File: src/rtl/icache_resp.sv
// Direct-mapped instruction cache that answers fetch lookups in the same cycle and
// refills a missing line word by word from the backing memory over req/ack.
module icache_resp #(
  parameter int LINES = 16,
  parameter int WORDS = 4
) (
  input  logic        clk,
  input  logic        rst,
  input  logic        req,
  input  logic [31:0] iaddr,
  input  logic        flush,
  output logic [31:0] idata,
  output logic        stall,
  output logic        mem_req,
  output logic [31:0] mem_addr,
  input  logic        mem_ack,
  input  logic [31:0] mem_rdata,
  output logic [31:0] hit_cnt,
  output logic [31:0] miss_cnt
);

  localparam int OFF  = $clog2(WORDS);
  localparam int IDX  = $clog2(LINES);
  localparam int TAGW = 32 - OFF - IDX - 2;

  // Handshake: mem_req stays high and mem_addr stays stable until a cycle with mem_ack=1;
  // that edge consumes mem_rdata for the word at mem_addr. mem_ack outside FILL is ignored.
  typedef enum logic {IDLE, FILL} state_e;

  state_e            state_q;
  logic [LINES-1:0]  valid_q;
  logic [TAGW-1:0]   tag_q  [LINES];
  logic [31:0]       data_q [LINES][WORDS];
  logic [IDX-1:0]    fill_idx_q;
  logic [TAGW-1:0]   fill_tag_q;
  logic [OFF-1:0]    cnt_q;
  logic              flushed_q;
  logic              mem_req_q;
  logic [31:0]       mem_addr_q;
  logic [31:0]       hit_cnt_q;
  logic [31:0]       miss_cnt_q;

  logic [IDX-1:0]    idx;
  logic [OFF-1:0]    off;
  logic [TAGW-1:0]   tag;
  logic              hit;
  logic              last_ack;
  logic              unused_addr_bits;

  assign idx              = iaddr[OFF+IDX+1:OFF+2];
  assign off              = iaddr[OFF+1:2];
  assign tag              = iaddr[31:OFF+IDX+2];
  assign unused_addr_bits = ^iaddr[1:0];

  assign hit      = !rst && (state_q == IDLE) && req && valid_q[idx] && (tag_q[idx] == tag);
  assign last_ack = (state_q == FILL) && mem_ack && (cnt_q == OFF'(WORDS - 1));

  assign idata    = hit ? data_q[idx][off] : 32'h0;
  assign stall    = !rst && ((state_q == FILL) || (req && !hit));
  assign mem_req  = mem_req_q;
  assign mem_addr = mem_addr_q;
  assign hit_cnt  = hit_cnt_q;
  assign miss_cnt = miss_cnt_q;

  // Line storage carries no reset; valid_q alone decides whether contents are usable.
  always_ff @(posedge clk) begin
    if (!rst && (state_q == FILL) && mem_ack) begin
      data_q[fill_idx_q][cnt_q] <= mem_rdata;
      if (cnt_q == OFF'(WORDS - 1)) tag_q[fill_idx_q] <= fill_tag_q;
    end
  end

  always_ff @(posedge clk) begin
    if (rst) begin
      state_q    <= IDLE;
      valid_q    <= '0;
      fill_idx_q <= '0;
      fill_tag_q <= '0;
      cnt_q      <= '0;
      flushed_q  <= 1'b0;
      mem_req_q  <= 1'b0;
      mem_addr_q <= 32'h0;
      hit_cnt_q  <= 32'h0;
      miss_cnt_q <= 32'h0;
    end else begin
      case (state_q)
        IDLE: begin
          flushed_q <= 1'b0;
          if (hit) begin
            hit_cnt_q <= hit_cnt_q + 32'd1;
          end else if (req) begin
            // The victim line goes invalid now so a half-written line can never hit.
            valid_q[idx] <= 1'b0;
            fill_idx_q   <= idx;
            fill_tag_q   <= tag;
            cnt_q        <= '0;
            mem_req_q    <= 1'b1;
            mem_addr_q   <= {iaddr[31:OFF+2], {(OFF+2){1'b0}}};
            miss_cnt_q   <= miss_cnt_q + 32'd1;
            state_q      <= FILL;
          end
        end
        FILL: begin
          if (flush) flushed_q <= 1'b1;
          if (mem_ack) begin
            cnt_q      <= cnt_q + 1'b1;
            mem_addr_q <= mem_addr_q + 32'd4;
          end
          if (last_ack) begin
            if (!flushed_q) valid_q[fill_idx_q] <= 1'b1;
            mem_req_q <= 1'b0;
            state_q   <= IDLE;
          end
        end
        default: state_q <= IDLE;
      endcase
      // Flush outranks any valid set on the same edge.
      if (flush) valid_q <= '0;
    end
  end

endmodule
File: config.mk
export PLATFORM = sky130hd
export DESIGN_NAME = icache_resp
export DESIGN_NICKNAME = d
export VERILOG_FILES = /design/src/rtl/icache_resp.sv
export SDC_FILE = /design/constraint.sdc
export NUM_CORES = 2
export LEC_CHECK = 0
export ABC_AREA = 1
export BUFFER_PORTS_ARGS = -buffer_cell sky130_fd_sc_hd__buf_4
export CAP_MARGIN = 20
export CORE_ASPECT_RATIO = 0.8
export CORE_MARGIN = 10
export CORE_UTILIZATION = 25
export CTS_CLUSTER_SIZE = 24
export DETAILED_ROUTE_END_ITERATION = 10
export GPL_ROUTABILITY_DRIVEN = 0
export SYNTH_ARGS = -nofsm -noshare
export SYNTH_HDL_FRONTEND = slang
export SYNTH_SLANG_ARGS = --single-unit
File: constraint.sdc
create_clock -name clk -period 4 [get_ports clk]
set_input_delay 0.8 -clock clk [delete_from_list [all_inputs] [get_ports clk]]
set_output_delay 0.8 -clock clk [all_outputs]
set_load 0.01 [all_outputs]
==> results.md <==
- The most used flip-flop cell after synthesis is edfxtp_1.
- In the post-route analysis, the smallest setup slack over all paths is -0.265 ns.
- Summing all flip-flop and latch instances after layout gives 75900 um^2.
- Counting flops with a built-in enable in the synthesized netlist gives 2432.
- The master cell of the clock root buffer is clkbuf_16.
- The final reports fail on setup timing.
- The power consumption is between 50000 and 60000 uW.
- The clock network fraction of design power is 42.4%.
- The register share of total power is 51.2%.
- The number of antenna-violating nets in the routed design is 0.
- STA classifies the critical path startpoint as an input pin.
- Setup repair after global routing could not meet its margin everywhere.
- The cell accounting for the most synthesized area is edfxtp_1.
- Net switching is 22.4% of the power.
- The via count of the first global-routing pass is 63.3k.
- The synthesis warning total is 0.
- The number of maximum-capacitance constraint violations is 0.
- Synthesis produced a netlist whose cell count is 7112.
- The final-report hold violation count was 0.
- For this run, design rule violations remaining after detail routing come to 0.
- The first routing iteration left 8153 violations.
- Combinational logic is responsible for 6.4% of the overall power.
- The peak ir drop on the vdd network is 0.306 mV.
- The actual slew at the worst max-slew pin is ~0.80 ns.
- The smallest clock period supported by the final layout is computed as 4.27 ns.
- The count of port buffers added during placement is slightly below 200.
- The number of failing setup endpoints in the final timing report is 32.
- The pin count of the biggest net entering global routing is 66.
- After clock tree synthesis, the clock-pin slew on the worst setup and hold paths is 0.06 ns.
- The die is 722 um wide.
- The placement row count is 206.
- The die covers 419000 um^2.
- The total length of routed wires is 318000 um.
- The final net count is 7870.
- The initial antenna violation count was 15.
- The share of the yosys chip area belonging to registers is approximately 77%.
- The most repeated cell in the gate-level netlist after synthesis is edfxtp_1.
- The first detailed-routing pass ran for 6 iterations.
- The number of buffers added by the clock tree synthesis step is 271.
- The run finished, with violations left.
- The clock reaches the later pin of the worst-skew pair after slightly below 0.9 ns.
- The leakage power is between 0.03 and 0.04 uW.
- The synthesis-to-finish area growth is 23.9%.
- The first global-routing pass estimated 448000 um of wire.
- The class of the tightest hold or removal check is in2reg.
- The total routing usage reported by global routing is 14.2%.
- The async set or reset register ratio after synthesis is 0%.
- The post-synthesis instance area is 98400 um^2.
- Data arrives at the worst endpoint at 3.47 ns.
- Dividing the detail-routed wire length by the instance count gives about 24 um.
- In the post-synthesis netlist, the biggest area contributors are edfxtp_1 74%, o22ai_1 5.7%, nand2_1 4.8%, dfxtp_1 2.9%, o21ai_0 2.7%.
- Summed over its instances, the top area cell type makes up 74.2% of the synthesized netlist area.
- STA puts the critical path data required time at 3.20 ns.
- The share of the clock period used by the worst path after layout is 107%.
- The distinct cell type count after synthesis is 50.
- The net load switching power is 13000 uW.
- On the final layout, the worst clock skew is 0.111 ns.
- The share of layout cells above drive strength 1 is 17.6%.
- For this configuration, the core starts out at a cell density of 25.1%.
- In this run the tightest slew margin relative to its limit is about 47%.
- The worst setup path is captured at an output pin.
- The count of hold-fix buffers inserted at cts is 0.
- The CTS tree is yes.
- In the final layout, the multi-input gates occupy 21000 um^2.
- The area of the placeable core is 393000 um^2.
- OpenSTA, run right after detailed placement, puts the worst setup slack at -0.728 ns.
- The die height is 581 um.
- The clock sink count is 2575.
- For this design the top-level I/O count stands at between 150 and 200.
- A synthesized cell averages 13.8 um^2.
- The filler cells instantiated in the layout total 38.5k.
- The total congestion overflow is 0.
- Ranked by instance count, the synthesized netlist is headed by 2432 x edfxtp_1, 1269 x nand2_1, 902 x o22ai_1.
- The total number of vias is around 66k.
- The internal power is roughly 45000 uW.
- The detailed placement HPWL is 180000 um.
- The highest fanout seen on the critical path is 6.
- The startpoint-to-endpoint class of the critical path is in2out.
- The buffer depth of the longest clock path is 4.
- The clock tree synthesis step divided the H-tree into 5 levels.
- After synthesis the netlist holds a flip-flop and latch count of between 2k and 3k.
- The final number of max-transition violations is 0.
- The maximum clock frequency is between 0.2 and 0.25 GHz.
- For this design the ratio of total power to cell area is ~480 nW/um^2.
- The via count normalized by instance count is 5.00.
final timing paths:
| kind | from | end | slack, ns | cells past startpoint |
|---|---|---|---|---|
| hold reg to reg | valid_q[1] | valid_q[1] | 0.50 | 2 |
| hold / removal | iaddr[31] | fill_tag_q[23] | 0.19 | 3 |
| setup reg to reg | mem_addr[3] | mem_addr[26] | 0.76 | 16 |
| setup / recovery | iaddr[4] | idata[30] | -0.27 | 23 |
worst max-delay path, stage by stage:
cell and delay (ns):
buf_16 0.14, inv_16 0.11, nand2_8 0.06, inv_6 0.08, buf_12 0.13, buf_6 0.14, buf_4 0.12, nand2_1 0.05
nand3_1 0.07, nand2_1 0.07, nand2_2 0.11, nor2_4 0.05, nand2_1 0.10, nand2_1 0.09, nor2_2 0.11, nand3_1 0.08
nor2_1 0.13, nand2_1 0.10, nor2_4 0.17, buf_4 0.15, buf_12 0.12, o211a_4 0.28, buf_6 0.14
final cells by class:
cell class              instances  share of cell area, %
clock buffers                 346                   5.90
repair buffers                851                   7.62
flip-flops and latches       2575                   62.2
diodes                          7                 0.0144
well taps                    5200                   5.34
inverters                     159                  0.543
clock inverters               139                   1.11
repair inverters                1                0.00718
multi-input cells            3935                   17.2
metal layers:
metal  vias up  GRT usage, %  part of all wire [%]
met5         -             0                 0.014
met4         8          5.55                   4.3
met3       623          2.31                   9.3
met2      3493          22.9                    46
met1     33348          19.1                    40
li1      28579             -                     -
cell usage in the layout (no fill, tap or decap), types with 11 or more instances in the layout:
cell type / n
dfxtp_1: 143
o21ai_0: 500
clkbuf_16: 287
o211ai_1: 11
nand2_1: 1235
buf_4: 619
clkbuf_1: 66
nand3_1: 140
nand4_1: 151
buf_16: 12
nand2_2: 35
o22a_1: 50
o221ai_1: 67
xor2_1: 58
nor2_4: 77
bufinv_16: 20
xnor2_1: 14
a221oi_1: 11
clkinv_1: 50
a21oi_1: 137
a41oi_1: 16
buf_12: 172
edfxtp_1: 2432
buf_6: 25
nor4_1: 18
nor2_1: 308
nor3_1: 44
nor2_2: 17
clkinv_2: 40
inv_6: 15
a22oi_1: 40
o21ai_1: 31
inv_1: 145
o22ai_1: 900
state kept, by name, summed over array words and instances (netlist names):
register    flops
miss_cnt       32
flushed_q       1
mem_req         1
state_q         1
cnt_q           2
data_q       2048
hit_cnt        32
mem_addr       30
valid_q        16
tag_q         384
fill_idx_q      4
fill_tag_q     24
timing repair:
action / 4_1_cts / 5_1_grt
buffers inserted: 9 / 14
pin swaps: 15 / 18
endpoints found under the hold margin: 0 / 0
setup endpoints to repair: 33 / 33
gates resized for setup: 109 / 101
gates cloned: 9 / 12
power by group through the flow:
stage / clock (uW) / combinational, uW / sequential, uW
after floorplan: 0 / 1540 / 30200
after global placement: 0 / 3450 / 30300
after detailed placement: 0 / 3490 / 30300
after CTS: 24900 / 3620 / 29700
after global routing: 26000 / 3990 / 29700
final: 24600 / 3730 / 29700
stage by stage:
stage / setup TNS (ns) / instances / util (%) / instance area, um^2 / hold slack [ns]
2_1_floorplan: -169.92 / 7113 / - / 98400 / 0.444
3_3_place_gp: -14.09 / 12676 / 28.5 / 112000 / 0.462
3_5_place_dp: -12.20 / 12676 / 28.5 / 112000 / 0.486
4_1_cts: -3.20 / 13179 / 30.8 / 121000 / 0.131
5_1_grt: -9.45 / 13211 / 31.0 / 122000 / 0.188
6_report: -6.80 / 13213 / 31.0 / 122000 / 0.193
kinds of logic after synthesis:
logic type / after synthesis / synth area share, %
fa+ha+maj: 7 / 0.0890
other cells: 1 / 0.00381
buf+inv: 603 / 2.50
flops: 2575 / 77.1
xor+xnor: 72 / 0.641
mux: 1 / 0.0114
simple gates: 2054 / 8.62
compound gates: 1799 / 11.0
Power figures use the tool's default switching activity.
